$ cat src/rtl/fazyrv_shftreg_seq.sv
`default_nettype none
// ============================================================================
// Module      : fazyrv_shftreg_seq
// Description : Sequencer for a chunk-serial register file of 32-bit shift
//               registers; optional stall input via FAZYRV_SHFTREG_SEQ_STALL_EN.
// Revision    : 1.0 - initial release
// ============================================================================
module fazyrv_shftreg_seq #(
    parameter int BWIDTH = 1,
    parameter int NREGS  = 32
) (
    input  logic                         clk_i,
    input  logic                         rst_in,
    input  logic                         start_i,
`ifdef FAZYRV_SHFTREG_SEQ_STALL_EN
    input  logic                         stall_i,
`endif
    output logic                         ready_o,
    input  logic [4:0]                   rs1_i,
    input  logic [4:0]                   rs2_i,
    input  logic [4:0]                   rd_i,
    input  logic                         we_i,
    output logic [BWIDTH-1:0]            rs1_dat_o,
    output logic [BWIDTH-1:0]            rs2_dat_o,
    input  logic [BWIDTH-1:0]            rd_dat_i,
    output logic [$clog2(32/BWIDTH)-1:0] cnt_o,
    output logic                         done_o,
    output logic [NREGS-1:0]             shft_o,
    input  logic [NREGS*BWIDTH-1:0]      regs_dat_i,
    output logic [NREGS*BWIDTH-1:0]      regs_dat_o
);

    localparam int CHUNKS = 32 / BWIDTH;
    localparam int CW     = $clog2(CHUNKS);
    localparam logic [CW-1:0] c_last = CW'(CHUNKS - 1);

    typedef enum logic [0:0] {
        S_IDLE = 1'b0,
        S_RUN  = 1'b1
    } state_t;

    state_t          r_state;
    logic [CW-1:0]   r_cnt;
    logic [4:0]      r_rs1;
    logic [4:0]      r_rs2;
    logic [4:0]      r_rd;
    logic            r_we;

    logic            w_stall;
    logic            w_run;
    logic            w_adv;
    logic            w_last;
    logic [BWIDTH-1:0] w_rs1_dat;
    logic [BWIDTH-1:0] w_rs2_dat;

`ifdef FAZYRV_SHFTREG_SEQ_STALL_EN
    assign w_stall = stall_i;
`else
    assign w_stall = 1'b0;
`endif

    assign w_run  = (r_state == S_RUN);
    assign w_adv  = w_run && !w_stall;
    assign w_last = (r_cnt == c_last);

    always_ff @(posedge clk_i) begin
        if (!rst_in) begin
            r_state <= S_IDLE;
            r_cnt   <= '0;
            r_rs1   <= '0;
            r_rs2   <= '0;
            r_rd    <= '0;
            r_we    <= 1'b0;
        end else begin
            case (r_state)
                S_IDLE: begin
                    if (start_i) begin
                        r_state <= S_RUN;
                        r_cnt   <= '0;
                        r_rs1   <= rs1_i;
                        r_rs2   <= rs2_i;
                        r_rd    <= rd_i;
                        r_we    <= we_i;
                    end
                end
                S_RUN: begin
                    if (!w_stall) begin
                        if (w_last) begin
                            r_state <= S_IDLE;
                            r_cnt   <= '0;
                        end else begin
                            r_cnt <= r_cnt + CW'(1);
                        end
                    end
                end
                default: r_state <= S_IDLE;
            endcase
        end
    end

    // x0 is never selected: the scan starts at register 1, so it reads as zero.
    always_comb begin
        w_rs1_dat = '0;
        w_rs2_dat = '0;
        if (w_run) begin
            for (int k = 1; k < NREGS; k++) begin
                if (r_rs1 == 5'(k)) w_rs1_dat = regs_dat_i[k*BWIDTH +: BWIDTH];
                if (r_rs2 == 5'(k)) w_rs2_dat = regs_dat_i[k*BWIDTH +: BWIDTH];
            end
        end
    end

    genvar k;
    generate
        for (k = 0; k < NREGS; k++) begin : g_reg
            localparam logic [4:0] c_idx = 5'(k);

            if (k == 0) begin : g_x0
                assign shft_o[k] = 1'b0;
            end else begin : g_xn
                assign shft_o[k] = w_adv && ((r_rs1 == c_idx) || (r_rs2 == c_idx) ||
                                             (r_we && (r_rd == c_idx)));
            end

            // Unwritten registers take their own output chunk back, i.e. rotate.
            assign regs_dat_o[k*BWIDTH +: BWIDTH] = (r_we && (r_rd == c_idx)) ?
                                                    rd_dat_i : regs_dat_i[k*BWIDTH +: BWIDTH];
        end
    endgenerate

    assign ready_o   = (r_state == S_IDLE);
    assign done_o    = w_adv && w_last;
    assign cnt_o     = r_cnt;
    assign rs1_dat_o = w_rs1_dat;
    assign rs2_dat_o = w_rs2_dat;

endmodule
`default_nettype wire

$ cat config.mk
export PLATFORM = sky130hd
export DESIGN_NAME = fazyrv_shftreg_seq
export DESIGN_NICKNAME = d
export VERILOG_FILES = /design/src/rtl/fazyrv_shftreg_seq.sv
export SDC_FILE = /design/constraint.sdc
export NUM_CORES = 1
export LEC_CHECK = 0
export CAP_MARGIN = 30
export CORE_ASPECT_RATIO = 0.9
export CORE_UTILIZATION = 49
export CTS_BUF_LIST = sky130_fd_sc_hd__clkbuf_4 sky130_fd_sc_hd__clkbuf_8
export DETAILED_ROUTE_END_ITERATION = 8
export GPL_ROUTABILITY_DRIVEN = 0
export PLACE_DENSITY = 0.95
export RECOVER_POWER = 100
export SLEW_MARGIN = 20
export SYNTH_ARGS = -nofsm -noshare
export SYNTH_HDL_FRONTEND = slang
export SYNTH_SLANG_ARGS = --single-unit
$ cat constraint.sdc
create_clock -name clk_i -period 5.4 [get_ports clk_i]
set_clock_uncertainty 0.05 [all_clocks]
set_input_delay 1.08 -clock clk_i [delete_from_list [all_inputs] [get_ports clk_i]]
set_output_delay 1.08 -clock clk_i [all_outputs]
set_load 0.02 [all_outputs]
Yosys cells after proc, flatten, opt, wreduce, memory -nomap -nowiden
Cells that the tools add are included.
- logic and storage cells: 333
- register bits after elaboration: 22
- bits of input ports: 52
- reduce and logical (&&, ||, !) cells: 128
- eq/ne operators: 95
- add/subtract/negate cells: 1
- bitwise operators: 1
- muxes and demuxes: 102
- operators with widths (operator ; count):
    == test 5 bit (second input constant) ; 49
    == test 5 x 4 -> 1 bit (second input constant) ; 24
    two-way mux 1 bit ; 98
    logical AND 1 bit ; 64
    logical OR 1 bit ; 62
    == test 5 x 3 -> 1 bit (second input constant) ; 12
    == test 5 x 2 -> 1 bit (second input constant) ; 6
    == test 5 x 1 -> 1 bit (second input constant) ; 3
    two-way mux 5 bit ; 2
    one-hot mux 5 bit (2 select lines) ; 1
    adder 5 x 1 -> 5 bit (second input constant) ; 1
    zero test 5 bit ; 1
    != test 2 bit (second input constant) ; 1
    one-hot mux 1 bit (2 select lines) ; 1
    AND reduction 2 bit ; 1
    NOT 1 bit ; 1

Logic depth before layout (Yosys ltp)
- depth in word-level cells: 33
- gate-level depth with buffers: 8
- gate-level depth less buffers: 7

Worst setup path after synthesis
OpenSTA, ideal clock, no wires.
- kind: input-to-output
- start point: in regs_dat_i[23]
- end point: out rs2_dat_o
- arrival time: 2.383 ns
- path slack: 1.887 ns
- buffers on the path: 0
- stages: 6
- path through: mux4_2 -> a21oi_1 -> nor3b_1 -> a2111oi_2 -> o41ai_2 -> o221a_1
- word-level cells in the longest chain between the ends: 10
- ends and longest elaborated chain (element ; RTL line ; source):
    start, declared ; 29 ; input logic [NREGS*BWIDTH-1:0] regs_dat_i,
    two-way mux 1 bit (9 in series) ; 108 ; if (r_rs2 == 5'(k)) w_rs2_dat = regs_dat_i[k*BWIDTH +: BWIDTH];
    two-way mux 1 bit ; 105 ; if (w_run) begin
    end, declared ; 24 ; output logic [BWIDTH-1:0] rs2_dat_o,
No other way between the ends.

Worst setup path after layout
- start point: in regs_dat_i[21]
- end point: out rs2_dat_o
- word-level cells in the longest chain between the ends: 12
- ends and longest elaborated chain (element ; RTL line):
    two-way mux 1 bit (11 in series) ; 108
    two-way mux 1 bit ; 105
No other way between the ends.

==> summary.txt <==
Status
  – Status: finished with violations
  – Failing checks: design-rule violations

Floorplanning
  – Row count: 27
  – Die ar.: 6660 sq um
  – Ports: 125
  – DIE HEIGHT: 77.5 um
  – Core footprint: 6110 sq um
  – Die W: 85.9 um
  – Starting density of the core: 50.8%

Finish
  – Final Core Density: 71.1%
  – Area Growth Syn to Fin: 40.1%
  – Fill count: 517
  – Cell Count, Final, Fillers Out: 668
  – Reg area: 440 sq um
  – Multi-input gate area in the final layout: 2460 sq um
  – Layout cells sized above 1: 5.16%
  – Post-Layout Inst Area: 4350 sq um
  – Number of diodes: 0
  – Layout Nets: 636

Setup path
  – Largest stage delay on the critical path: 670 ps
  – R2R setup slack: 2920 ps
  – Startpoint Class: primary input
  – Critical Path, Cell by Cell: clkdlybuf4s50_1, mux4_2, a21oi_1, nor3b_1, a2111oi_2, o41ai_2, o221a_1, dlygate4sd3_1
  – CP arrival: 3650 ps
  – Worst R2R End: r_we
  – Depth of the most critical reg-to-reg path: 4
  – Critical Path End Type: output pin
  – Crit-path slowest cell: dlygate4sd3_1
  – CP Max Fanout: 4
  – RR Startpoint: r_state
  – Critical Path RT: 4270 ps
  – WS Path Type: in -> out

Clocking
  – Clk root buf: clkbuf_8
  – Post-CTS sizing: 0
  – CTS Buffer Depth: 2
  – CTS tree: yes
  – Clock Sinks: 22
  – Postcts setup bufs: 0
  – Hold-fix buffers at CTS: 0
  – Worst-Skew Late Latency: 260 ps
  – H-tree depth: 1
  – Num CTS Buffers: 3
  – Clock transition at the registers of the reported paths: 80 ps

Drt
  – Post-route DRC: 159
  – Antenna violation net count after detailed routing: 0
  – Iteration-0 DRC Markers: 1039
  – Routed vias: 4368
  – Vias/cell: 6.54
  – Final WL: 13.1 mm
  – Routed length per instance: 19.7 um
  – DRT Pass-1 Iters: 9

Logic synthesis
  – Cell count after synthesis: 493
  – Post-synthesis register bit count: 22
  – Avg Inst Size Synth: 6.30 sq um
  – Cell taking the most area after synthesis: dfxtp_1
  – Synth Area in Adders: 0.806%
  – Main combinational cell family by area after synthesis: simple AND/OR/NAND/NOR gates
  – Complex-gate fraction of the synthesized area: 19.5%
  – Post-Syn Area: 3110 sq um
  – Top-area cell type share of the netlist area: 14.2%
  – Synth Area in Simple Gates: 43.4%
  – Ys async rst share: 0%
  – Top_reg_cell synth: dfxtp_1
  – Largest cells by area after synthesis: dfxtp_1 14%, nor2_1 14%, nor3_1 9.8%, nand2_1 6.2%, mux2_1 6.2%
  – Post-synthesis mux area share: 15.4%
  – Sequential share of the synthesized area: 14.2%
  – EDFF count, synth: 0
  – Yosys warns: 0
  – Synthesized net count: 547
  – XOR/XNOR share of the synthesized area: 0%
  – Yosys cell types: 55

Global routing
  – Met1 usage: 50.9%
  – Remaining global-route overflow: 0
  – Initial antenna violation count: 0
  – Busiest grt layer: met2
  – Total track usage: 38.9%
  – Vias in the first global route: 4012
  – Largest net degree at the start of global routing: 34
  – M2 GR Usage: 57.0%
  – First-pass GRT wire length: 20.6 mm
  – Met3 GRT Util: 15.3%

STA
  – Setup TNS: 0 ps
  – Final hold vios: 0
  – Final worst path period need: 4780 ps
  – Count of pins over their slew limit: 0
  – Final period utilization: 88.5%
  – Hold_ws: 494 ps
  – Rel. slew slack: 7.51%
  – # setup viols final: 0
  – Fmax: 209 MHz
  – RSZ-0062 raised after global routing: no
  – Slew @ Worst Pin: 1390 ps
  – Final setup margin: 622 ps

Place
  – Placed cell count: 664
  – Placement Setup Slack: 781 ps
  – Placed cell area: 4290 sq um
  – HPWL after DPL: 9.81 mm
  – PortBufs: 123

Min path
  – Hold Crit Start: cnt_o[3]
  – Worst Hold Path EP: cnt_o[3]
  – Hold crit path type: reg -> reg
  – Worst Hold Depth: 2

Pwr
  – Switching share of power: 37.5%
  – Internal power: 376 uW
  – Total power draw: 603 uW
  – Net Sw Power: 226 uW
  – Pwr dens: 139 nW/um^2
  – VDD IR max: 157 uV
  – Pleak: 1.53 nW
  – Clk pwr share: 25.7%
  – Combinational share of power: 40.6%
  – Register share of total power: 33.7%

Flow run
  – Max-cap viol count: 0
==> sequential cells by signal, summed over array words and instances, names as in the netlist <==
signal   flops
cnt_o        5
r_rd         5
r_rs1        5
r_rs2        5
r_state      1
r_we         1
==> final cells by class <==
type,count,area share (%)
Sequential cell,22,10.1
Timing Repair Buffer,126,28.7
Clock buffer,3,0.949
Tap cell,87,2.50
Clock inverter,1,0.690
Multi-Input combinational cell,423,56.5
Inverter,6,0.518
==> cell usage in the layout, fill, tap and decap left out, drive strengths merged, types with 6 or more instances in the layout <==
master,n
dfxtp,22
clkdlybuf4s50,52
nor3,61
o21ai,14
nand2b,15
a31oi,10
mux2i,6
nand3,14
mux2,33
nor2,113
a21boi,19
dlygate4sd3,70
a21oi,13
nor2b,12
nand2,51
inv,6
==> worst max-delay path: cells and delay by family <==
| family | cells | cell delay (ps) |
|---|---|---|
| mux | 1 | 500 |
| buf+inv | 2 | 1140 |
| compound gates | 4 | 830 |
| simple gates | 1 | 80 |
==> layer usage <==
layer / share of wire, % / vias up
met1: 37 / 1909
met4: 5.7 / 0
met3: 17 / 115
li1: - / 1916
met2: 41 / 428
met5: 0 / -
==> power by group through the flow <==
stage	Sequential, mW	Combinational (mW)	Clock [mW]
2_1_floorplan	0.181	0.155	0
3_3_place_gp	0.203	0.239	0
3_5_place_dp	0.204	0.244	0
4_1_cts	0.200	0.246	0.155
5_1_grt	0.204	0.258	0.162
6_report	0.203	0.245	0.155
==> cell usage after synthesis, types with 3 or more instances <==
| library cell | n |
|---|---|
| nor2_1 | 113 |
| nor3_1 | 61 |
| nand2_1 | 51 |
| clkbuf_1 | 30 |
| dfxtp_1 | 22 |
| a21boi_1 | 17 |
| mux2_1 | 17 |
| mux2_2 | 16 |
| nand2b_1 | 15 |
| nand3_1 | 14 |
| a21oi_1 | 13 |
| nor2b_1 | 12 |
| o21ai_0 | 12 |
| a31oi_1 | 10 |
| mux2i_1 | 6 |
| buf_2 | 5 |
| inv_2 | 5 |
| buf_1 | 4 |
| nor3b_1 | 4 |
| o22ai_1 | 4 |
| a22oi_1 | 3 |
| nand3b_1 | 3 |
| nand4_1 | 3 |
| nand4b_1 | 3 |
| nor4_1 | 3 |
| or2_1 | 3 |
| or3_1 | 3 |
==> cells by family after synthesis <==
group	after synthesis
flops	22
mux	41
fa+ha+maj	2
simple gates	293
buf+inv	48
other cells	1
compound gates	86
==> how the worst max path moves through the flow <==
stage | startpoint | to | cells past startpoint
final | regs_dat_i[21] | rs2_dat_o | 8
after floorplan | regs_dat_i[23] | rs2_dat_o | 6
after detailed placement | regs_dat_i[21] | rs2_dat_o | 8
after global routing | regs_dat_i[21] | rs2_dat_o | 8
after CTS | regs_dat_i[21] | rs2_dat_o | 8
after global placement | regs_dat_i[22] | rs2_dat_o | 8
No activity file was read; power rests on OpenSTA's default activity.
